--- src/rtl/float_pkg.sv ---
// float_pkg: shared constants and FSM state type for the sequential float divider.
package float_pkg;
   localparam int MANT_W = 24;
   localparam int QUOT_W = 25;
   localparam logic [9:0] EXP_BIAS = 10'd127;
   localparam logic [7:0] EXP_MAX = 8'd255;
   localparam logic [31:0] QNAN = 32'h7FC00000;
   typedef enum logic [1:0] {IDLE, DIVIDE, NORM, DONE} state_t;
endpackage

--- src/rtl/float_div_seq_if.sv ---
// float_div_seq_if: start/busy/done handshake, operands, quotient and flags.
interface float_div_seq_if #(parameter int XLEN = 32);
   logic start;
   logic [XLEN-1:0] A, B;
   logic busy, done;
   logic [XLEN-1:0] result;
   logic overflow, underflow, exception;
   modport master (output start, A, B, input busy, done, result, overflow, underflow, exception);
   modport slave (input start, A, B, output busy, done, result, overflow, underflow, exception);
endinterface

--- src/rtl/float_mant_div_core.sv ---
// float_mant_div_core: restoring mantissa divider, one quotient bit per step, MSB first.
module float_mant_div_core
   import float_pkg::*;
(
   input  logic              clk,
   input  logic              rst,
   input  logic              load_i,
   input  logic              step_i,
   input  logic [MANT_W-1:0] ma_i,
   input  logic [MANT_W-1:0] mb_i,
   output logic [QUOT_W-1:0] quot_o,
   output logic [4:0]        cnt_o
);
   logic [QUOT_W-1:0] rem_q, quot_q, diff, keep;
   logic [MANT_W-1:0] mb_q;
   logic [4:0] cnt_q;
   logic ge;
   // remainder stays below 2*mB, so the shifted value always fits in 25 bits
   always_comb begin
      diff = rem_q - {1'b0, mb_q};
      ge = rem_q >= {1'b0, mb_q};
      keep = ge ? diff : rem_q;
   end
   always_ff @(posedge clk) begin
      if (rst) begin
         rem_q <= '0;
         quot_q <= '0;
         mb_q <= '0;
         cnt_q <= '0;
      end else if (load_i) begin
         rem_q <= {1'b0, ma_i};
         mb_q <= mb_i;
         quot_q <= '0;
         cnt_q <= '0;
      end else if (step_i) begin
         rem_q <= {keep[QUOT_W-2:0], 1'b0};
         quot_q <= {quot_q[QUOT_W-2:0], ge};
         cnt_q <= cnt_q + 5'd1;
      end
   end
   assign quot_o = quot_q;
   assign cnt_o = cnt_q;
endmodule

--- src/rtl/float_div_seq.sv ---
// float_div_seq: iterative single-precision divider, truncating, subnormals flushed to zero.
module float_div_seq
   import float_pkg::*;
#(
   parameter int XLEN = 32
) (
   input logic clk,
   input logic rst,
   float_div_seq_if.slave bus
);
   state_t state_q;
   logic busy_q, done_q, ovf_q, unf_q, exc_q, sign_q;
   logic [XLEN-1:0] result_q;
   logic signed [9:0] exp_q, exp_n;
   logic [7:0] ea, eb;
   logic [22:0] mant;
   logic [QUOT_W-1:0] quot;
   logic [4:0] cnt;
   logic sign_n, special, load;
   always_comb begin
      ea = bus.A[30:23];
      eb = bus.B[30:23];
      sign_n = bus.A[31] ^ bus.B[31];
      special = ea == EXP_MAX || eb == EXP_MAX || ea == 8'd0 || eb == 8'd0;
      load = state_q == IDLE && bus.start && !special;
      exp_n = quot[QUOT_W-1] ? exp_q : exp_q - 10'sd1;
      mant = quot[QUOT_W-1] ? quot[23:1] : quot[22:0];
   end
   float_mant_div_core u_core (
      .clk    (clk),
      .rst    (rst),
      .load_i (load),
      .step_i (state_q == DIVIDE),
      .ma_i   ({1'b1, bus.A[22:0]}),
      .mb_i   ({1'b1, bus.B[22:0]}),
      .quot_o (quot),
      .cnt_o  (cnt)
   );
   always_ff @(posedge clk) begin
      if (rst) begin
         state_q <= IDLE;
         busy_q <= 1'b0;
         done_q <= 1'b0;
         ovf_q <= 1'b0;
         unf_q <= 1'b0;
         exc_q <= 1'b0;
         sign_q <= 1'b0;
         exp_q <= '0;
         result_q <= '0;
      end else begin
         case (state_q)
            IDLE: if (bus.start) begin
               busy_q <= 1'b1;
               ovf_q <= 1'b0;
               unf_q <= 1'b0;
               exc_q <= 1'b0;
               sign_q <= sign_n;
               // specials resolve here and skip straight to DONE
               if (ea == EXP_MAX || eb == EXP_MAX) begin
                  result_q <= QNAN;
                  exc_q <= 1'b1;
               end else if (eb == 8'd0) begin
                  result_q <= {sign_n, 8'hFF, 23'h0};
                  exc_q <= 1'b1;
               end else if (ea == 8'd0) begin
                  result_q <= {sign_n, 31'h0};
               end
               exp_q <= $signed({2'b0, ea}) - $signed({2'b0, eb}) + $signed(EXP_BIAS);
               done_q <= special;
               state_q <= special ? DONE : DIVIDE;
            end
            DIVIDE: if (cnt == 5'(QUOT_W - 1)) state_q <= NORM;
            NORM: begin
               ovf_q <= exp_n >= $signed({2'b0, EXP_MAX});
               unf_q <= exp_n <= 10'sd0;
               result_q <= exp_n >= $signed({2'b0, EXP_MAX}) ? {sign_q, 8'hFF, 23'h0} :
                           exp_n <= 10'sd0 ? {sign_q, 31'h0} : {sign_q, exp_n[7:0], mant};
               done_q <= 1'b1;
               state_q <= DONE;
            end
            default: begin
               done_q <= 1'b0;
               busy_q <= 1'b0;
               state_q <= IDLE;
            end
         endcase
      end
   end
   assign bus.busy = busy_q;
   assign bus.done = done_q;
   assign bus.result = result_q;
   assign bus.overflow = ovf_q;
   assign bus.underflow = unf_q;
   assign bus.exception = exc_q;
endmodule
--- src/flat_wrapper.sv ---
// flat-port wrapper written by rule: the top's interface ports become plain ports
module float_div_seq_flat import float_pkg::*;
#(
   parameter int XLEN = 32
)
  (clk, rst, bus_start, bus_A, bus_B, bus_busy, bus_done, bus_result, bus_overflow, bus_underflow, bus_exception);
  float_div_seq_if #(.XLEN(XLEN)) bus_i ();
  input logic clk;
  input logic rst;
  input wire logic [$bits(bus_i.start)-1:0] bus_start;
  input wire logic [$bits(bus_i.A)-1:0] bus_A;
  input wire logic [$bits(bus_i.B)-1:0] bus_B;
  output wire logic [$bits(bus_i.busy)-1:0] bus_busy;
  output wire logic [$bits(bus_i.done)-1:0] bus_done;
  output wire logic [$bits(bus_i.result)-1:0] bus_result;
  output wire logic [$bits(bus_i.overflow)-1:0] bus_overflow;
  output wire logic [$bits(bus_i.underflow)-1:0] bus_underflow;
  output wire logic [$bits(bus_i.exception)-1:0] bus_exception;
  assign bus_i.start = bus_start;
  assign bus_i.A = bus_A;
  assign bus_i.B = bus_B;
  assign bus_busy = bus_i.busy;
  assign bus_done = bus_i.done;
  assign bus_result = bus_i.result;
  assign bus_overflow = bus_i.overflow;
  assign bus_underflow = bus_i.underflow;
  assign bus_exception = bus_i.exception;
  float_div_seq #(.XLEN(XLEN)) u_core (.clk(clk), .rst(rst), .bus(bus_i));
endmodule
--- config.mk ---
export PLATFORM = sky130hd
export DESIGN_NAME = float_div_seq_flat
export DESIGN_NICKNAME = d
export VERILOG_FILES = /design/src/rtl/float_pkg.sv /design/src/rtl/float_div_seq_if.sv /design/src/rtl/float_mant_div_core.sv /design/src/rtl/float_div_seq.sv /design/src/flat_wrapper.sv
export SDC_FILE = /design/constraint.sdc
export NUM_CORES = 1
export LEC_CHECK = 0
export ABC_AREA = 1
export BUFFER_PORTS_ARGS = -buffer_cell sky130_fd_sc_hd__buf_2
export CAP_MARGIN = 20
export CORE_AREA = 3 3 136 138
export DETAILED_ROUTE_END_ITERATION = 10
export DIE_AREA = 0 0 139 141
export PLACE_DENSITY = 0.66
export SLEW_MARGIN = 20
export SYNTH_ARGS = -nofsm -noshare
export SYNTH_HDL_FRONTEND = slang
export SYNTH_HIERARCHICAL = 1
export SYNTH_SLANG_ARGS = --single-unit
--- constraint.sdc ---
create_clock -name clk -period 3.05 [get_ports clk]
set_clock_uncertainty 0.15 [all_clocks]
set_input_delay 0.305 -clock clk [delete_from_list [all_inputs] [get_ports clk]]
set_output_delay 0.305 -clock clk [all_outputs]
set_load 0.03 [all_outputs]
==> out/results.ini, run 1 <==
[global_route]
antenna_found_initial=0
gr-total-overflow=0
gr-usage-all-layers_pct=22.7
first_global_vias=8027
grt_max_degree=48
grt_pass1_wl_um=37200

[clock_network]
cts_root_buf=clkbuf_16
worstSkewPairLatency_ps=430
clk_pin_slew_worst_paths_ps=60
cts.sinks=129
numCtsBuffers=17
clock_path_buffers=2
cts_tree=built
postCtsSetupRepairBufs=0
htree_levels=4
hold_buffers=11
ctsResizeCount=0

[worst_setup_path]
crit_required_ps=3260
crit_slowest_cell=fa_1
worstPathMaxFanout=3
critPathLaunchType=register
cp.arrival_ps=2680
max_stage_delay_ps=410
path_cells=inv_1 -> ha_1 -> fa_1 -> inv_1 -> a21oi_1 -> o21bai_1 -> nand2_1 -> nand2_1 -> nand2_1 -> nand3_2 -> nand3_1 -> a21oi_1
endpoint_kind=register
critical_path_class=register to register
cp_common_cell=nand2_1

[sta]
finalCritPeriodShare_pct=81.0
hold_viol_final=0
rsz0062_at_grt=no
final-setup-viol-count=0
fin_crit_ps=2470
maxSlewViolCount=0
relSlewSlack_pct=49.0
max_freq_mhz=405
tightest_slew_ps=765
setup_tns_ps=0

[finish]
finalNonFillerCells=1664
area_delta_synth_final_pct=15.0
diodes=0
drive_gt1_share_pct=15.5
num-nets-final=1534

[routing]
top_layer=met4
dr_total_vias=8549
drcViolationCount=0
wl_met3_um=880
wl_per_cell_um=13.4
wl_met1_um=10300
antenna_left=0
drt-total-wl_um=22300
wl_met2_um=10600
drtPass1Iterations=6
routed_via_density=5.14
drt_iter0_markers=425

[placed_design]
io_buffers=103
place_inst=1621
post-dp-hpwl_um=16100
gp_congestion=0.959

[floorplan]
core-area_um2=17300
dieWidth_um=139
start_util_pct=50.2
chipHeight_um=141
die_area_um2=19600
io_pins=104
fp-row-count=48

[power_and_ir_drop]
peakVddDrop_mv=0.671
power_w=0.0119
p_comb_share_pct=63.2
sequentialPowerShare_pct=20.3
internal_power_w=0.00565
swShare_pct=52.4
switchingPower_w=0.00623
power_density_nw_per_um2=1190
pwr-share-clk_pct=16.5
power.static_leakage_nw=4.70

[logic_synthesis]
synth_flop_cell=dfxtp_1
avgSynthCellArea_um2=6.50
ys_seq_elements=129
yosysWarnings=6
async_reset_ff_share_pct=0
syn_inst=1335
ys_seq_area_share_pct=29.8
ys_types=49
synth_edf_count=0
synth_area_um2=8680

[flow_run]
maxCapViolCount=0

[worst_hold_path]
hp-class=input pin to register

[outcome]
outcome=finished, final reports clean

through the flow:
stage	instance area [µm²]	util [%]	setup slack (ps)	hold WS [ps]
after detailed placement	9300	53.8	506	292
after CTS	9980	57.7	579	0.214
after global routing	9980	57.7	334	17.7
after global placement	9300	53.8	609	289
final	9980	57.7	581	10.6
after floorplan	8680	-	832	273
worst max-delay path, delay by kind of cell, from the launching register on:
family	cells	cell delay, ps
adder cells (fa/ha/maj)	2	640
buffers and inverters	2	180
AO/OA/AOI/OAI	3	630
AND/OR/NAND/NOR	5	470
flip-flops	1	330
synth_stat cells (25+ instances only):
cell	instances	area share (%)
clkbuf_1	40	1.7
nand3_1	87	5.0
inv_1	210	9.1
nor3_1	28	1.6
nor2_1	69	3.0
ha_1	39	5.6
a21oi_1	125	7.2
nand2_1	331	14
nand4_1	36	2.6
o21ai_0	86	5.0
nand3_2	25	2.9
dfxtp_1	129	30
logic make-up (layout without fill, tap and decap cells):
| logic type | count (synthesis) | in the layout | share of synthesized area (%) |
|---|---|---|---|
| mux | 1 | 1 | 0.115 |
| other cells | 1 | 2 | 0.0432 |
| fa+ha+maj | 41 | 41 | 6.08 |
| simple gates | 602 | 602 | 32.0 |
| compound gates | 269 | 269 | 17.5 |
| flops | 129 | 129 | 29.8 |
| xor+xnor | 13 | 13 | 1.31 |
| buf+inv | 279 | 382 | 13.2 |
cell type report:
class / instances / area [µm²]
inverters: 220 / 838
flip-flops and latches: 129 / 2580
clock buffers: 17 / 425
fillers: 1755 / 7320
well taps: 225 / 282
clock inverters: 15 / 144
multi-input cells: 928 / 4960
repair buffers: 130 / 746
state kept, by name, indices dropped and copies added, names as in the netlist, 2 cells and up:
name                  count
u_core/bus.result        32
u_core/u_core/quot_o     25
u_core/u_core/rem_q      25
u_core/u_core/mb_q       24
u_core/exp_q             10
u_core/u_core/cnt_o       5
u_core/state_q            2
final timing paths:
path                                              from                 endpoint  slack (ps)  cells after the start
worst max-delay path            u_core/u_core/rem_q[0]  u_core/u_core/rem_q[17]         580                     12
worst min-delay path                         bus_B[13]   u_core/u_core/mb_q[13]          10                      3
worst max register to register  u_core/u_core/rem_q[0]  u_core/u_core/rem_q[17]         580                     12
worst min register to register  u_core/u_core/cnt_o[4]   u_core/u_core/cnt_o[4]         310                      1
power by group through the flow:
stage / registers [W] / clock network [W] / logic (W)
after global routing: 0.00247 / 0.00207 / 0.00848
after floorplan: 0.00255 / 0 / 0.00588
after CTS: 0.00240 / 0.00200 / 0.00751
after detailed placement: 0.00244 / 0 / 0.00745
final: 0.00241 / 0.00196 / 0.00751
after global placement: 0.00243 / 0 / 0.00736
cells in the final DEF (no fill, tap or decap), types with 3 or more instances in the layout:
| cell | Yosys | layout |
|---|---|---|
| nor2_2 | 4 | 6 |
| nand4_1 | 36 | 36 |
| a21oi_2 | 12 | 12 |
| clkinv_4 | 1 | 4 |
| inv_2 | 5 | 5 |
| a21oi_1 | 125 | 125 |
| ha_1 | 39 | 39 |
| dfxtp_1 | 129 | 129 |
| o21ai_0 | 86 | 86 |
| o211ai_1 | 4 | 4 |
| a22oi_1 | 23 | 23 |
| nand2_2 | 10 | 10 |
| nand3_1 | 87 | 87 |
| inv_8 | 0 | 4 |
| nand3_4 | 3 | 3 |
| inv_1 | 210 | 210 |
| clkbuf_16 | 0 | 17 |
| a31oi_1 | 5 | 5 |
| xnor2_1 | 10 | 10 |
| inv_6 | 1 | 6 |
| o21bai_1 | 3 | 3 |
| xor2_1 | 3 | 3 |
| nand3_2 | 25 | 25 |
| nand2_1 | 331 | 331 |
| dlygate4sd3_1 | 0 | 11 |
| nor2_1 | 69 | 67 |
| nor3_1 | 28 | 28 |
| buf_4 | 1 | 16 |
| buf_2 | 8 | 103 |
| nand3b_1 | 3 | 3 |
per-layer routing:
| layer | vias up | GRT usage [%] |
|---|---|---|
| met5 | - | 0 |
| met4 | 0 | 7.72 |
| met3 | 33 | 3.56 |
| met2 | 189 | 39.8 |
| met1 | 3803 | 28.6 |
| li1 | 4524 | - |
(Power assumes the default switching activity.)
==> inputs of run 2 (changes only) <==
--- a/config.mk
+++ b/config.mk
@@ -5,13 +5,13 @@
 export SDC_FILE = /design/constraint.sdc
 export NUM_CORES = 1
 export LEC_CHECK = 0
-export ABC_AREA = 1
+export ABC_AREA = 0
 export BUFFER_PORTS_ARGS = -buffer_cell sky130_fd_sc_hd__buf_2
 export CAP_MARGIN = 20
-export CORE_AREA = 3 3 136 138
+export CORE_AREA = 3 3 131 133
 export DETAILED_ROUTE_END_ITERATION = 10
-export DIE_AREA = 0 0 139 141
-export PLACE_DENSITY = 0.66
+export DIE_AREA = 0 0 134 136
+export PLACE_DENSITY = 0.69
 export SLEW_MARGIN = 20
 export SYNTH_ARGS = -nofsm -noshare
 export SYNTH_HDL_FRONTEND = slang
==> constraint.sdc (replaced) <==
create_clock -name clk -period 2 [get_ports clk]
set_clock_uncertainty 0.15 [all_clocks]
set_input_delay 0.2 -clock clk [delete_from_list [all_inputs] [get_ports clk]]
set_output_delay 0.2 -clock clk [all_outputs]
set_load 0.03 [all_outputs]
==> run 2 against run 1 <==
  * The flow now finishes with violations (negative setup slack)
  * Power grew 120%
  * Count of clock-buffer cells in the layout stayed put
  * Combinational power grew 150%
  * Flip-flop and latch count unchanged
  * Clock power increased by 76%
  * Register-to-register slack got worse by 1600 ps
  * Die area down 7.0%
  * Sequential share of layout area is 5.2 points lower
==> out/results.ini, run 2 <==
[outcome]
outcome=finished, violations left
violations=negative setup slack

[sta]
final-setup-viol-count=59
tightest_slew_ps=797
maxSlewViolCount=0
finalCritPeriodShare_pct=149
max_freq_mhz=337
rsz0062_at_grt=yes
fin_crit_ps=2970
hold_viol_final=0
layout_setup_ws_ps=-971
relSlewSlack_pct=46.8

[power_and_ir_drop]
power_density_nw_per_um2=2040
power.static_leakage_nw=5.70
peakVddDrop_mv=1.52

[finish]
area_delta_synth_final_pct=57.3
diodes=0
seq_area_um2=2610
finalNonFillerCells=1491
final_cell_mix=buf_4, dfxtp_1, nor2_1, buf_2, mux2i_1
num-nets-final=1371
largest_reg_flops=32
final_common_cell=buf_4
multiInputGateArea_um2=6010
utilization_pct=79.1
drive_gt1_share_pct=43.1
n_fill_cell=931

[worst_setup_path]
cp.arrival_ps=3140
critPathLaunchType=register
crit_required_ps=2160
max_stage_delay_ps=460
ff2ff_setup_slack_ps=-970
worstPathMaxFanout=3
critPathTopFamily=compound AO/OA/AOI/OAI gates
cp_common_cell=buf_6
endpoint_kind=register
crit_slowest_cell=or4_4
critical_path_class=register to register
critPathBufInv=3
path_cells=inv_2 -> ha_4 -> a211oi_4 -> nor2_2 -> or4_4 -> o211ai_4 -> and3_4 -> buf_6 -> buf_6 -> o21ai_0 -> o211a_1 -> o32ai_1

[clock_network]
clk_pin_slew_worst_paths_ps=60
cts.sinks=129
clock_path_buffers=2
cts_tree=built
cts_root_buf=clkbuf_16
worstSkewPairLatency_ps=430
numCtsBuffers=17
htree_levels=4

[logic_synthesis]
synth_top_cell_by_area=dfxtp_1
async_reset_ff_share_pct=0
synth_area_um2=8020
synthTopCellsByArea=dfxtp_1, mux2i_1, ha_1
ys_seq_area_share_pct=32.2
yosysTopAreaCellShare_pct=32.2
yosysMostFrequentCell=dfxtp_1
avgSynthCellArea_um2=8.56
syn_inst=936
ys_seq_elements=129
ys_types=67
synth_flop_cell=dfxtp_1
synth_edf_count=0
yosysWarnings=6
synth_common_cells=dfxtp_1, nor2_1, mux2i_1

[placed_design]
io_buffers=103
gp_congestion=0.935
post-dp-hpwl_um=17000
dp_slack_ps=-740
place_inst=1390

[routing]
wl_per_cell_um=19.8
drt-total-wl_um=29500
drcViolationCount=0
dr_total_vias=8904
drtPass1Iterations=7
drt_iter0_markers=1012
routed_via_density=5.97
antenna_left=0

[floorplan]
io_pins=104
fp-row-count=46
start_util_pct=50.3
chipHeight_um=136
die_area_um2=18200
dieWidth_um=134
core-area_um2=15900

[global_route]
first_global_vias=8538
antenna_found_initial=0
grt_pass1_wl_um=42200
gr-usage-all-layers_pct=28.4
gr-total-overflow=0
grt_max_degree=51

[flow_run]
maxCapViolCount=0

[worst_hold_path]
hp-class=input pin to register

-- run 2: final cells by class --
cell class | count | share of cell area [%]
Clock buffer | 17 | 3.37
Inverter | 49 | 1.56
Sequential cell | 129 | 20.7
Clock inverter | 14 | 1.70
Tap cell | 216 | 2.14
Multi-Input combinational cell | 692 | 47.6
Timing Repair Buffer | 374 | 22.9
-- run 2: metal layers --
layer	part of all wire (%)	vias to the layer above	global-route usage, %
met5	0	-	0
met4	4.4	0	10.3
met3	7.2	145	5.48
met2	47	484	46.9
met1	41	4205	37.0
li1	-	4070	-
-- run 2: worst paths after layout --
check                              from  depth (start not counted)                      end
hold / removal                bus_A[13]                          5  u_core/u_core/rem_q[13]
hold reg to reg    u_core/bus.result[7]                          2     u_core/bus.result[7]
setup reg to reg  u_core/u_core/mb_q[6]                         12  u_core/u_core/rem_q[18]
setup / recovery  u_core/u_core/mb_q[6]                         12  u_core/u_core/rem_q[18]
-- run 2: what timing repair did --
action,CTS,global route
cloned,1,3
pin swaps,50,39
resized for setup,93,83
endpoints found under the hold margin,45,0
hold buffers,46,0
setup buffers,15,10
endpoints found under the setup margin,74,90
-- run 2: logic make-up after synthesis --
group / count (synthesis) / synth area share (%)
adders and majority gates: 41 / 6.59
muxes: 80 / 10.0
AOI/OAI and AO/OA: 223 / 21.5
other: 1 / 0.0468
and+or+nand+nor: 303 / 18.9
xor gates and xnor gates: 43 / 4.70
buffers and inverters: 116 / 6.07
DFF: 129 / 32.2
-- run 2: worst register-to-register path: cells and delay by family, from the launching register on --
family	cells	cell delay [ps]
flip-flops	1	330
AND/OR/NAND/NOR	3	810
buffers and inverters	3	330
AO/OA/AOI/OAI	5	1030
adder cells (fa/ha/maj)	1	230
-- run 2: per-stage QoR --
stage | TNS (ps) | area [µm²] | hold WS (ps) | total power (W)
4_1_cts | -25040 | 12000 | 19.8 | 0.0226
5_1_grt | -40610 | 12600 | 101 | 0.0268
6_report | -34100 | 12600 | 15.8 | 0.0257
2_1_floorplan | -24940 | 8440 | 197 | 0.0119
3_3_place_gp | -43080 | 10400 | 283 | 0.0166
3_5_place_dp | -46620 | 10400 | 295 | 0.0168
-- run 2: power by group --
group	switching (W)	total (W)	internal, W
registers	0.000465	0.00357	0.00311
logic	0.00963	0.0187	0.00905
clock network	0.00124	0.00345	0.00220
total	0.0113	0.0257	0.0144
